File: config.mk
export PLATFORM = sky130hd
export DESIGN_NAME = debug_unit
export DESIGN_NICKNAME = d
export VERILOG_FILES = /design/src/rtl/debug_unit.sv
export SDC_FILE = /design/constraint.sdc
export NUM_CORES = 1
export LEC_CHECK = 0
export CORE_ASPECT_RATIO = 0.5
export CORE_MARGIN = 2
export CORE_UTILIZATION = 55
export DETAILED_ROUTE_END_ITERATION = 12
export PLACE_DENSITY = 0.85
export SLEW_MARGIN = 5
export SYNTH_ARGS = -nofsm -noshare
export SYNTH_HDL_FRONTEND = slang
export SYNTH_SLANG_ARGS = --single-unit
File: constraint.sdc
create_clock -name i_clk -period 2.35 [get_ports i_clk]
set_input_delay 0.47 -clock i_clk [delete_from_list [all_inputs] [get_ports i_clk]]
set_output_delay 0.47 -clock i_clk [all_outputs]
set_load 0.02 [all_outputs]
File: src/rtl/debug_unit.sv
// debug_unit: host-side load/run/step controller for the pipeline.
// Assembles instructions from received UART bytes and writes them to instruction
// memory. Runs the pipeline continuously or for a single step. Once the run or
// step ends, it reports the PC and debug-memory word back over the UART.
module debug_unit #(
    parameter int unsigned         INST_SZ    = 32,
    parameter int unsigned         PC_SZ      = 32,
    parameter int unsigned         BYTE_SZ    = 8,
    parameter logic [INST_SZ-1:0]  HALT_INSTR = 32'hFFFF_FFFF,
    parameter logic [BYTE_SZ-1:0]  CMD_LOAD   = 8'h4C,
    parameter logic [BYTE_SZ-1:0]  CMD_RUN    = 8'h43,
    parameter logic [BYTE_SZ-1:0]  CMD_STEP   = 8'h53
) (
    input  logic               i_clk,
    input  logic               i_reset,
    input  logic [BYTE_SZ-1:0] i_rx_data,
    input  logic               i_rx_done,
    input  logic               i_tx_done,
    output logic               o_tx_start,
    output logic [BYTE_SZ-1:0] o_tx_data,
    input  logic               i_halt,
    input  logic [PC_SZ-1:0]   i_pc,
    input  logic [INST_SZ-1:0] i_data,
    output logic               o_write,
    output logic               o_enable,
    output logic [INST_SZ-1:0] o_instruction,
    output logic               o_busy
);

    localparam int unsigned SNAP_W     = PC_SZ + INST_SZ;
    localparam int unsigned INST_BYTES = INST_SZ / BYTE_SZ;
    localparam int unsigned SNAP_BYTES = SNAP_W / BYTE_SZ;

    typedef enum logic [2:0] {
        IDLE, LOAD, WRITE, RUN, STEP, SNAP, REPORT, TX_WAIT
    } state_t;

    state_t              state_q,  state_d;
    logic [INST_SZ-1:0]  word_q,   word_d;
    logic [1:0]          ld_cnt_q, ld_cnt_d;
    logic [INST_SZ-1:0]  instr_q,  instr_d;
    logic [SNAP_W-1:0]   snap_q,   snap_d;
    logic [2:0]          rpt_cnt_q, rpt_cnt_d;

    // State and datapath registers; reset aborts any load or report in progress.
    always_ff @(posedge i_clk) begin
        if (i_reset) begin
            state_q   <= IDLE;
            word_q    <= '0;
            ld_cnt_q  <= '0;
            instr_q   <= '0;
            snap_q    <= '0;
            rpt_cnt_q <= '0;
        end else begin
            state_q   <= state_d;
            word_q    <= word_d;
            ld_cnt_q  <= ld_cnt_d;
            instr_q   <= instr_d;
            snap_q    <= snap_d;
            rpt_cnt_q <= rpt_cnt_d;
        end
    end

    // Next-state and datapath updates; all registers hold unless a state moves them.
    always_comb begin
        state_d   = state_q;
        word_d    = word_q;
        ld_cnt_d  = ld_cnt_q;
        instr_d   = instr_q;
        snap_d    = snap_q;
        rpt_cnt_d = rpt_cnt_q;

        unique case (state_q)
            IDLE: begin
                if (i_rx_done) begin
                    if (i_rx_data == CMD_LOAD) begin
                        state_d  = LOAD;
                        ld_cnt_d = '0;
                    end else if (i_rx_data == CMD_RUN) begin
                        state_d = RUN;
                    end else if (i_rx_data == CMD_STEP) begin
                        state_d = STEP;
                    end
                end
            end
            LOAD: begin
                if (i_rx_done) begin
                    // Bytes arrive MSB first; the oldest byte shifts out of the top.
                    word_d = (word_q << BYTE_SZ) | INST_SZ'(i_rx_data);
                    if (ld_cnt_q == 2'(INST_BYTES - 1)) begin
                        // Capture the word here so it appears alongside the write strobe.
                        instr_d  = word_d;
                        ld_cnt_d = '0;
                        state_d  = WRITE;
                    end else begin
                        ld_cnt_d = ld_cnt_q + 2'd1;
                    end
                end
            end
            WRITE: begin
                state_d = (instr_q == HALT_INSTR) ? IDLE : LOAD;
            end
            RUN: begin
                if (i_halt) state_d = SNAP;
            end
            STEP: begin
                state_d = SNAP;
            end
            SNAP: begin
                snap_d    = {i_pc, i_data};
                rpt_cnt_d = '0;
                state_d   = REPORT;
            end
            REPORT: begin
                state_d = TX_WAIT;
            end
            TX_WAIT: begin
                if (i_tx_done) begin
                    // The next byte to send always sits at the top of the snapshot.
                    snap_d    = snap_q << BYTE_SZ;
                    rpt_cnt_d = rpt_cnt_q + 3'd1;
                    state_d   = (rpt_cnt_q == 3'(SNAP_BYTES - 1)) ? IDLE : REPORT;
                end
            end
            default: state_d = IDLE;
        endcase
    end

    // Outputs decoded from state; the enable follows halt combinationally.
    always_comb begin
        o_write       = (state_q == WRITE);
        o_instruction = instr_q;
        o_enable      = ((state_q == RUN) || (state_q == STEP)) && !i_halt;
        o_tx_start    = (state_q == REPORT);
        o_tx_data     = snap_q[SNAP_W-1 -: BYTE_SZ];
        o_busy        = (state_q != IDLE);
    end

endmodule

==> run metrics, run 1 <==
outcome=finished, final reports clean; FF-to-FF setup slack=480 ps; CP max stage cell=clkdlybuf4s50_1; area share of the largest cell type after synthesis=0.4542; Synthesis Warnings=0; full die area=0.01113 sq mm; Startpoint Class=flop; Tot GR Track Use=0.2447; worst hold path type=reg2reg; Setup CP Type=reg2out; final period utilization=0.9147; global-route wire length before repair=21,460 microns; Area contributors post-synth=dfxtp_1, nand2_1, a311oi_2, a21oi_1, nor2_1; final setup skew=8.767 ps; Final nets=855; Via density=5.432; hold_buf cts=0; Combinational Power Share=0.050; Net Sw Frac=0.1978; internal power=4.287 mW; clock period minus worst slack=2150 ps; count of state elements after synthesis=128; clk slew on worst S/H paths=50 ps; Fin. Hold Viols=0; Max-Cap Viols=0; post-CTS sizing=4; site row count=26; max incr delay on CP=630 ps; fin. max-slew vios=0; Util after Layout=0.7485; Die X=147.2 microns; WL final=13,470 microns; via count=5,041; clock insertion delay at the later pin of the skew report=410 ps; Top FF cell, synth=dfxtp_1; VDD IR max=0.5628 mV; mean routed wirelength per cell=14.51 microns; antenna diode count=0; CTS sink count=128; RR Endpoint=snap_q[1]; IO buf count=120; Mapped Nets=761; worst path cell trace=nor3b_1 -> clkdlybuf4s50_1; CTS Root Cell=clkbuf_16; CTS tree=built; gpl congestion=0.8637; Rel. slew slack=0.5980; Static Leak=2.567 nW; drt initial violations=309; syn avg cell area=8.284 sq um; H-Tree Level Count=4; Worst Hold Launch=word_q[22]; final setup vio count=0; worst hold path depth=2; final std cells w/o fill=928; Pre-antenna DRT Iters=4; register area=0.002569 sq mm; Fin Hold WS=457.2 ps; Arrival @ worst endpoint=1680 ps; Die H=75.62 microns; PwrDens=707.9 mW/mm^2; total gr overflow=0; Seq pwr share=0.409; most instantiated library cell after synthesis=nand2_1; share of cells above drive strength 1=0.1383; vias in the first global route=4,499; Yosys top cell by area=dfxtp_1; HPWL after DPL=8825 microns; crit end category=primary output; worst path required time=1880 ps; placed cell count=896; layout filler cell count=734; unrepaired setup endpoints after global routing=false; Reg-to-Reg Start=state_q[0]; Post-CTS Setup Bufs=0; synthesized area=0.005642 sq mm; Commonest cells post-synth=nand2_1, dfxtp_1, nor2_1; Initial Util=0.5594; Placeable Area=0.01008 sq mm; largest net degree at the start of global routing=37; initial antenna violation count=0; post-synthesis cell type count=33; Worst R2R Path Depth=6; FFs w/ async S/R, synth=0; critical-path maximum fanout=13; Tot Pwr=5.344 mW; Clock Tree Buf Depth=2; P&R area growth vs syn=33.80%; sequential area share after synthesis=0.4542; Routed Antenna Nets=0; Hold Path Sink=word_q[22]; Post-synth EDFFs=0; Fmax achieved=465.2 MHz; Net Switching=1.057 mW; final setup TNS=0 ps; Clock Power Share=0.541; multi-input logic area=0.002713 sq mm; slew at the pin closest to its max-slew limit=597.5 ps; I/O pin count=121; CTS Buf Count=17; Post-Syn Instances=681; DRC Markers=0
## registers in the layout (all words and copies together), names as in the netlist
register	cells
snap_q	64
rpt_cnt_q	3
ld_cnt_q	2
o_instruction	32
state_q	3
word_q	24
## area by class of cell
class / count / share of cell area
multi-input combinational: 486 / 0.3594
clock buffer: 22 / 0.06282
tap: 140 / 0.02321
clock inverter: 10 / 0.02403
inverter: 2 / 0.0009945
timing repair buffer: 140 / 0.1893
sequential: 128 / 0.3403
## per-layer routing
layer | part of all wire | track usage | wire length (microns)
met5 | 0 | 0 | 0
met2 | 0.49 | 0.4211 | 6632
met4 | 0.017 | 0.1047 | 223
met3 | 0.042 | 0.04491 | 566
met1 | 0.45 | 0.3136 | 6042
## critical path, delay by kind of cell (launching register included)
family | cells | cell delay [ps]
buffers and inverters | 1 | 630
DFF | 1 | 440
and+or+nand+nor | 1 | 200
## power groups by stage
stage	Combinational, mW	Clock [mW]	Sequential [mW]
CTS	0.266	2.92	2.19
global placement	0.263	0	2.23
floorplan	0.106	0	2.23
detailed placement	0.264	0	2.23
global route	0.286	3.01	2.19
finish	0.267	2.89	2.19
## cells by family (layout without fill, tap and decap cells)
group                    count (synthesis)  count (layout)  share of synthesized area
AND/OR/NAND/NOR                        338             338                     0.2411
AO/OA/AOI/OAI                          144             144                     0.2284
flip-flops                             128             128                     0.4542
buffers and inverters                   67             174                    0.06786
adder cells (fa/ha/maj)                  3               3                   0.006654
multiplexers                             1               1                   0.001774
## worst max-delay path by stage
stage,startpoint,endpoint,slack (ps),cells past startpoint
after detailed placement,i_rx_data[0],state_q[0],140,5
after CTS,state_q[2],o_enable,20,4
after global placement,i_rx_data[0],state_q[2],240,6
after global routing,state_q[1],o_write,120,2
after floorplan,state_q[2],o_enable,690,4
final,state_q[1],o_write,200,2
## cells in the final DEF, fill, tap and decap left out, drive strengths merged, types with 2 or more instances in the layout
| master | count |
|---|---|
| ha | 3 |
| nor3b | 3 |
| clkinv | 4 |
| a21o | 2 |
| o21ai | 4 |
| dfxtp | 128 |
| nor4 | 2 |
| nand4 | 8 |
| nand2 | 234 |
| a311oi | 57 |
| nand3 | 7 |
| a22oi | 9 |
| clkbuf | 22 |
| a211oi | 2 |
| inv | 2 |
| dlymetal6s2s | 2 |
| bufinv | 5 |
| a31oi | 3 |
| clkdlybuf4s50 | 117 |
| buf | 21 |
| or3 | 3 |
| nor3 | 3 |
| a21oi | 66 |
| nor2 | 71 |
## through the flow
step / area, sq um / setup slack, ps
after global routing: 7548 / 124.8
final: 7548 / 200.5
after global placement: 6879 / 243.6
after floorplan: 5642 / 692.9
after detailed placement: 6879 / 136.1
after CTS: 7541 / 15.40
(Power assumes the default switching activity.)
==> run 2: changes to the inputs <==
--- a/config.mk
+++ b/config.mk
@@ -5,6 +5,7 @@
 export SDC_FILE = /design/constraint.sdc
 export NUM_CORES = 1
 export LEC_CHECK = 0
+export CAP_MARGIN = 20
 export CORE_ASPECT_RATIO = 0.5
 export CORE_MARGIN = 2
 export CORE_UTILIZATION = 55
==> results of run 2 <==
Same layout as run 1: the final DEF is identical, and so are final timing and power.
